`src/rtl/serial_pkg.sv`:
```
// rtl/serial_pkg.sv - shared types and line constants for the single-wire serial link
//
// Purpose : transmitter state encoding, line levels and a width helper, shared
//           by serial_tx, bit_timer and the future serial_rx.
// Ports   : none (package).

package serial_pkg;

    typedef enum logic [2:0] {
        IDLE   = 3'd0,
        START  = 3'd1,
        DATA   = 3'd2,
        PARITY = 3'd3,
        STOP   = 3'd4
    } tx_state_t;

    localparam logic LINE_IDLE = 1'b1;
    localparam logic START_BIT = 1'b0;
    localparam logic STOP_BIT  = 1'b1;

    // Width needed to hold values 0..n-1, never less than one bit.
    function automatic int min1_clog2(input int n);
        return (n > 1) ? $clog2(n) : 1;
    endfunction

endpackage

```
`src/rtl/bit_timer.sv`:
```
// rtl/bit_timer.sv - bit-period counter producing a pulse on the last cycle of each line bit
//
// Purpose : counts 0..BIT_CYCLES-1 and wraps; tick marks the terminal count.
// Ports   : clk   - clock, rising edge
//           rstn  - synchronous active-low reset
//           clear - hold the counter at zero (used while the line is idle)
//           tick  - high during the last cycle of the current bit period

module bit_timer
    import serial_pkg::*;
#(
    parameter int BIT_CYCLES = 4
) (
    input  logic clk,
    input  logic rstn,
    input  logic clear,
    output logic tick
);

    localparam int            CW   = min1_clog2(BIT_CYCLES);
    localparam logic [CW-1:0] LAST = CW'(BIT_CYCLES - 1);

    logic [CW-1:0] cnt_q;
    logic [CW-1:0] cnt_d;

    // With BIT_CYCLES == 1 the counter sits at zero and tick is permanently high.
    assign tick = (cnt_q == LAST);

    always_comb begin
        cnt_d = cnt_q;
        if (clear || tick) begin
            cnt_d = '0;
        end else begin
            cnt_d = cnt_q + 1'b1;
        end
    end

    always_ff @(posedge clk) begin
        if (!rstn) begin
            cnt_q <= '0;
        end else begin
            cnt_q <= cnt_d;
        end
    end

endmodule

```
`src/rtl/serial_tx.sv`:
```
// rtl/serial_tx.sv - framed single-bit serial transmitter (start, data LSB first, stop)
//
// Purpose : accepts a word over a valid/ready handshake and shifts it onto tx,
//           each line bit held BIT_CYCLES clocks.
// Option  : define SERIAL_TX_PARITY_EN to insert an even-parity bit after the data.
// Ports   : clk        - clock, rising edge
//           rstn       - synchronous active-low reset
//           in_valid   - in_data holds a word to send
//           in_ready   - high only in IDLE
//           in_data    - payload, sampled on the handshake edge only
//           tx         - registered serial line, idles high
//           busy       - frame in progress
//           frame_done - one-cycle pulse after the last stop-bit cycle

module serial_tx
    import serial_pkg::*;
#(
    parameter int DATA_W     = 8,
    parameter int BIT_CYCLES = 4
) (
    input  logic              clk,
    input  logic              rstn,
    input  logic              in_valid,
    output logic              in_ready,
    input  logic [DATA_W-1:0] in_data,
    output logic              tx,
    output logic              busy,
    output logic              frame_done
);

    localparam int            IW       = min1_clog2(DATA_W + 1);
    localparam logic [IW-1:0] LAST_IDX = IW'(DATA_W - 1);

    tx_state_t         state_q;
    logic [DATA_W-1:0] shreg_q;
    logic [IW-1:0]     idx_q;
    logic              tx_q;
    logic              ready_q;
    logic              busy_q;
    logic              done_q;
    logic              tick;
`ifdef SERIAL_TX_PARITY_EN
    logic              parity_q;
`endif

    // Holding the timer clear in IDLE makes the start bit begin a full period
    // on the handshake edge.
    bit_timer #(
        .BIT_CYCLES(BIT_CYCLES)
    ) u_bit_timer (
        .clk  (clk),
        .rstn (rstn),
        .clear(state_q == IDLE),
        .tick (tick)
    );

    assign tx         = tx_q;
    assign in_ready   = ready_q;
    assign busy       = busy_q;
    assign frame_done = done_q;

    always_ff @(posedge clk) begin
        if (!rstn) begin
            state_q  <= IDLE;
            shreg_q  <= '0;
            idx_q    <= '0;
            tx_q     <= LINE_IDLE;
            ready_q  <= 1'b1;
            busy_q   <= 1'b0;
            done_q   <= 1'b0;
`ifdef SERIAL_TX_PARITY_EN
            parity_q <= 1'b0;
`endif
        end else begin
            done_q <= 1'b0;
            case (state_q)
                IDLE: begin
                    if (in_valid && ready_q) begin
                        shreg_q  <= in_data;
`ifdef SERIAL_TX_PARITY_EN
                        parity_q <= ^in_data;
`endif
                        tx_q     <= START_BIT;
                        ready_q  <= 1'b0;
                        busy_q   <= 1'b1;
                        state_q  <= START;
                    end
                end
                START: begin
                    // Present bit 0 and pre-shift so shreg_q[0] is always the next bit.
                    if (tick) begin
                        tx_q    <= shreg_q[0];
                        shreg_q <= shreg_q >> 1;
                        idx_q   <= '0;
                        state_q <= DATA;
                    end
                end
                DATA: begin
                    if (tick) begin
                        if (idx_q == LAST_IDX) begin
`ifdef SERIAL_TX_PARITY_EN
                            tx_q    <= parity_q;
                            state_q <= PARITY;
`else
                            tx_q    <= STOP_BIT;
                            state_q <= STOP;
`endif
                        end else begin
                            tx_q    <= shreg_q[0];
                            shreg_q <= shreg_q >> 1;
                            idx_q   <= idx_q + 1'b1;
                        end
                    end
                end
`ifdef SERIAL_TX_PARITY_EN
                PARITY: begin
                    if (tick) begin
                        tx_q    <= STOP_BIT;
                        state_q <= STOP;
                    end
                end
`endif
                STOP: begin
                    if (tick) begin
                        tx_q    <= LINE_IDLE;
                        done_q  <= 1'b1;
                        ready_q <= 1'b1;
                        busy_q  <= 1'b0;
                        state_q <= IDLE;
                    end
                end
                default: begin
                    tx_q    <= LINE_IDLE;
                    ready_q <= 1'b1;
                    busy_q  <= 1'b0;
                    state_q <= IDLE;
                end
            endcase
        end
    end

endmodule

```
`config.mk`:
```
export PLATFORM = sky130hd
export DESIGN_NAME = serial_tx
export DESIGN_NICKNAME = d
export VERILOG_FILES = /design/src/rtl/serial_pkg.sv /design/src/rtl/bit_timer.sv /design/src/rtl/serial_tx.sv
export SDC_FILE = /design/constraint.sdc
export NUM_CORES = 1
export LEC_CHECK = 0
export CAP_MARGIN = 20
export CORE_ASPECT_RATIO = 1.5
export CORE_MARGIN = 5
export CORE_UTILIZATION = 45
export DETAILED_ROUTE_END_ITERATION = 7
export PLACE_DENSITY = 0.67
export SYNTH_ARGS = -nofsm -noshare
export SYNTH_HDL_FRONTEND = slang
export SYNTH_SLANG_ARGS = --single-unit
```
`constraint.sdc`:
```
create_clock -name clk -period 2.3 [get_ports clk]
set_clock_uncertainty 0.15 [all_clocks]
set_input_delay 0.46 -clock clk [delete_from_list [all_inputs] [get_ports clk]]
set_output_delay 0.46 -clock clk [all_outputs]
set_load 0.03 [all_outputs]
```
Word-level counts from Yosys, hierarchy flattened
Cells that the tools add are included.

word-level totals
  word-level logic and storage cells = 62
  bits of input ports = 11
  flip-flop bits (word level) = 21

cells by class
  equality and inequality tests = 11
  add/sub/neg operators = 2
  bitwise gates (word level) = 2
  muxes and demuxes = 26
  reduce and logical (&&, ||, !) cells = 13

operators by type and width
  operator                                               count
  2-to-1 mux 8 bit                                       4
  one-hot mux 8 bit (3 select lines)                     1
  2-to-1 mux 3 bit                                       5
  2-to-1 mux 4 bit                                       3
  one-hot mux 3 bit (4 select lines)                     1
  AND reduction 5 bit                                    2
  2-to-1 mux 1 bit                                       8
  one-hot mux 4 bit (2 select lines)                     1
  AND reduction 4 bit                                    2
  inequality test 2 x 1 -> 1 bit, second input constant  3
  inequality test 2 bit, second input constant           3
  one-hot mux 1 bit (3 select lines)                     2
  adder 4 x 1 -> 4 bit, second input constant            1
  equality test 4 x 3 -> 1 bit, second input constant    1
  one-hot mux 1 bit (4 select lines)                     1
  OR reduction 2 bit                                     2
  equality test 3 x 1 -> 1 bit, second input constant    1
  equality test 3 x 2 -> 1 bit, second input constant    1
  equality test 3 bit, second input constant             1
  zero test 3 bit                                        1
  AND reduction 3 bit                                    1
  nonzero test 3 bit                                     1
  adder 2 x 1 -> 2 bit, second input constant            1
  equality test 2 bit, second input constant             1
  5 further kinds                                        6

Depth between registers and ports, before layout
  word-level depth = 4
  gate-level depth with buffers = 6
  mapped depth without buffers = 5

Cells and area by module
A second synthesis with hierarchy kept.

unflattened totals
  cell total of the unflattened synthesis = 114
  area, all modules = 1099.8 sq um

by module, submodules not included
  module     instances  cells an instance  area an instance (sq um)
  serial_tx  1          109                1019.7
  bit_timer  1          5                  80.1

Worst setup path before layout
OpenSTA, ideal clock, no wires.

  kind = reg-to-reg
  start point = register ready_q, in the netlist in_ready
  end point = register shreg_q[0]
  path buffers = 1
  setup time = 0.069 ns
  data required time = 2.081 ns
  stages on the path, launching flop included = 6
  slack = 0.518 ns
  arrival = 1.563 ns
  cell sequence = dfxtp_1 > nand3b_1 > a22o_1 > buf_6 > or3_4 > o21ai_1

on the way
  word-level cells in the longest chain between the ends = 3

ends and longest elaborated chain
  item                                    line              RTL
  start, declared                         serial_tx.sv:38   logic ready_q;
  start signal, assigned                  serial_tx.sv:68   ready_q <= 1'b1;
  start signal, assigned                  serial_tx.sv:84   ready_q <= 1'b0;
  start signal, assigned                  serial_tx.sv:127  ready_q <= 1'b1;
  logical AND 1 bit                       serial_tx.sv:78   if (in_valid && ready_q) begin
  inequality test 2 bit (no source line)  n/a
  AND reduction 5 bit (no source line)    n/a
  end signal, assigned                    serial_tx.sv:79   shreg_q <= in_data;
  end signal, assigned                    serial_tx.sv:93   shreg_q <= shreg_q >> 1;
  end signal, assigned                    serial_tx.sv:110  shreg_q <= shreg_q >> 1;
  end, declared                           serial_tx.sv:35   logic [DATA_W-1:0] shreg_q;

Every way passes these cells.
A chain may end at the register's enable or synchronous reset.

Final worst setup path
  start point = register ready_q, in the netlist in_ready
  end point = output port in_ready

RTL lines
  item           line             RTL
  end, declared  serial_tx.sv:24  output logic in_ready,

No word-level cell between the ends.

==> results by group <==
Run status
  – Outcome: completed

Worst setup path
  – Top delay family on crit path: buffers and inverters
  – Critical path depth in cells: 1
  – Reg2reg end: idx_q[2]$_SDFFE_PN0P_
  – CP peak stage delay: 0.71 ns
  – Worst reg2reg path depth: 4
  – Reg2reg start: state_q[1]$_SDFFE_PN0P_
  – Crit. End Element: output pin
  – Reg2Reg Setup Slack: around 0.35 ns
  – Setup crit start: in_ready$_SDFFE_PN1P_
  – Critical Path Fanout Max: 6
  – Critical Path AT: 1.46 ns
  – Crit path to: in_ready
  – CP cell instances: clkdlybuf4s50_1
  – Max stage delay cell, worst path: clkdlybuf4s50_1
  – Worst path required time: 1.69 ns
  – Worst Setup Path Type: reg2out
  – CP Buf/Inv Count: 1
  – Critical path startpoint category: flop

Clock network
  – Post-cts sizing count: 0
  – Post-CTS Setup Inserts: 0
  – Clock Tree Root: clkbuf_4
  – CTS tree: built
  – H-tree Lvls: 1
  – CTS Sinks: 21
  – Clock Latency Late Sink: 0.31 ns
  – CTS buffer count: 3
  – Clock transition at path regs: 0.13 ns
  – CTS hold repair buffers: 0
  – Clock buffer depth: 2

Timing
  – FMAX: 483 MHz
  – Worst Tran Pin Value: between 0.5 and 0.6 ns
  – Final TNS setup: 0 ns
  – Final Hold Viols: 0
  – Final setup violation count: 0
  – Max Slew Vio Count: 0
  – Worst hold slack: 0.294 ns
  – Tcrit/Tclk final: 90.0%
  – Slew Limit Headroom: between 60% and 70%
  – Fin crit period: 2.07 ns
  – RSZ-0062 raised after global routing: false

Synth
  – Most instantiated cells after synthesis: dfxtp_1 (21), a21oi_1 (9), nand2_1 (8), o211ai_1 (8)
  – Post-synth EDFFs: 0
  – Yosys top cell by area: dfxtp_1
  – Yosys cell types: between 40 and 50
  – Cell count after synthesis: 126
  – Count leader, synth: dfxtp_1
  – Seq/Total Area, Yosys: 37.8%
  – Async S/R FF share, synth: 0%
  – Ys flop type: dfxtp_1
  – Yosys warns: 0
  – Largest cells by area after synthesis: dfxtp_1 (38%), mux2i_1 (6.3%), o211ai_1 (5.4%)
  – Register bit total from synthesis: 21
  – Share of the synthesized area in the top cell type: 37.8%
  – Syn_area_per_cell: 8.84 sq um
  – Net count after synthesis: 139
  – Synth Cell Area: roughly 0.0011 sq mm

Floorplanning
  – Starting density of the core: around 46%
  – Core Rows: 22
  – Die height: 70.9 microns
  – I/O pins: 15
  – Die Area: 0.00359 sq mm
  – Die width: 50.6 microns
  – Total core area: 0.00242 sq mm

Pwr
  – Pint: a little over 600 uW
  – Combinational share of power: between 20% and 30%
  – Power Total: just over 900 uW
  – Psw: around 310 uW
  – Static Leak: 0.000468 uW
  – Switch share: 33.7%
  – Clock share of power: 20.1%
  – VDD IR max: 376 uV
  – Sequential Power Share: 50.4%
  – Power per cell area: 719 mW/mm^2

Placement
  – Port Buf Inserts: 14
  – Final HPWL DP: between 1.5 and 2 mm
  – Placed cell area: 0.00125 sq mm
  – Gpl congestion: 0.708

Drt
  – Starting DRT DRC Count: 51
  – Final WL: around 2.3 mm
  – First-pass iteration count of the detailed router: 4
  – DR WL/cell: roughly 14 microns
  – ANT nets after route: 0
  – Via density: roughly 6
  – Remaining routing DRC violations: 0
  – Via count: 958

Global routing
  – Overall routing resource usage: 13.9%
  – Grt ovf: 0
  – Largest net degree at the start of global routing: 17
  – Initial antenna violation count: 0
  – First-pass GRT wire length: about 4 mm
  – Vias in the first global route: 969

Cells and area
  – Final #Nets: approximately 150
  – Fillers: 250
  – Area of the multi-input gates: 621 sq um
  – Final Cell Area: 0.00128 sq mm
  – N_diodes: 0
  – Share of cells above drive strength 1: 10.2%
  – Storage element area: approximately 420 sq um
  – Synth-to-layout area growth: 14.6%
  – Final core occ: a little over half

Flow run
  – Max-Cap Viols: 0

Hold path
  – Hold WC Path Type: reg2reg
[how the worst min path moves through the flow]
stage	cells after the start	end	slack, ns	start
2_1_floorplan	1	u_bit_timer.cnt_q[0]$_SDFF_PP0_	0.26	u_bit_timer.cnt_q[0]$_SDFF_PP0_
6_report	1	u_bit_timer.cnt_q[0]$_SDFF_PP0_	0.29	u_bit_timer.cnt_q[0]$_SDFF_PP0_
3_3_place_gp	1	u_bit_timer.cnt_q[0]$_SDFF_PP0_	0.26	u_bit_timer.cnt_q[0]$_SDFF_PP0_
4_1_cts	1	u_bit_timer.cnt_q[0]$_SDFF_PP0_	0.30	u_bit_timer.cnt_q[0]$_SDFF_PP0_
3_5_place_dp	1	u_bit_timer.cnt_q[0]$_SDFF_PP0_	0.28	u_bit_timer.cnt_q[0]$_SDFF_PP0_
5_1_grt	1	u_bit_timer.cnt_q[0]$_SDFF_PP0_	0.32	u_bit_timer.cnt_q[0]$_SDFF_PP0_
[cell type report]
| type | instances | area share, % |
|---|---|---|
| clock inverters | 1 | 0.392 |
| multi-input cells | 91 | 48.6 |
| clock buffers | 3 | 1.76 |
| well taps | 24 | 2.35 |
| flip-flops and latches | 21 | 32.9 |
| repair buffers | 17 | 12.7 |
| inverters | 4 | 1.18 |
[flip-flops by register name, indices dropped and copies added (netlist names)]
register	cells
shreg_q	8
idx_q	4
state_q	3
u_bit_timer.cnt_q	2
busy	1
frame_done	1
in_ready	1
tx	1
[power groups by stage]
stage | sequential [uW] | clock (uW) | combinational (uW)
after floorplan | 472 | 0 | 195
after global placement | 468 | 0 | 269
after detailed placement | 472 | 0 | 271
after CTS | 463 | 189 | 274
after global routing | 473 | 194 | 301
final | 463 | 185 | 270
[stage by stage]
| stage | std cells | setup slack, ns |
|---|---|---|
| after global placement | 157 | 0.235 |
| final | 161 | 0.230 |
| after global routing | 161 | 0.173 |
| after CTS | 161 | 0.225 |
| after floorplan | 126 | 0.518 |
| after detailed placement | 157 | 0.212 |
[cell families after synthesis]
logic type	Yosys count	share of synthesized area, %
AOI/OAI and AO/OA	42	25.3
xor gates and xnor gates	2	2.25
adders and majority gates	2	2.25
buffers and inverters	14	6.52
DFF	21	37.8
muxes	8	7.30
and+or+nand+nor	37	18.7
[placed cells by master (no fill, tap or decap), types with 4 or more instances in the layout]
master            n
nand2_1           8
dfxtp_1          21
clkdlybuf4s50_1  14
inv_1             4
a21oi_1           9
nor2_1            7
o21ai_1           7
o21ai_0           4
nor3_1            4
mux2i_1           7
o211ai_1          8
[per-layer routing]
layer | global-route usage (%) | part of all wire (%) | up-vias
li1 | - | - | 486
met1 | 14.9 | 41 | 455
met5 | 0 | 0 | -
met2 | 25.6 | 54 | 13
met4 | 6.25 | 1.4 | 0
met3 | 1.89 | 3.4 | 4
Power figures use the tool's default switching activity.
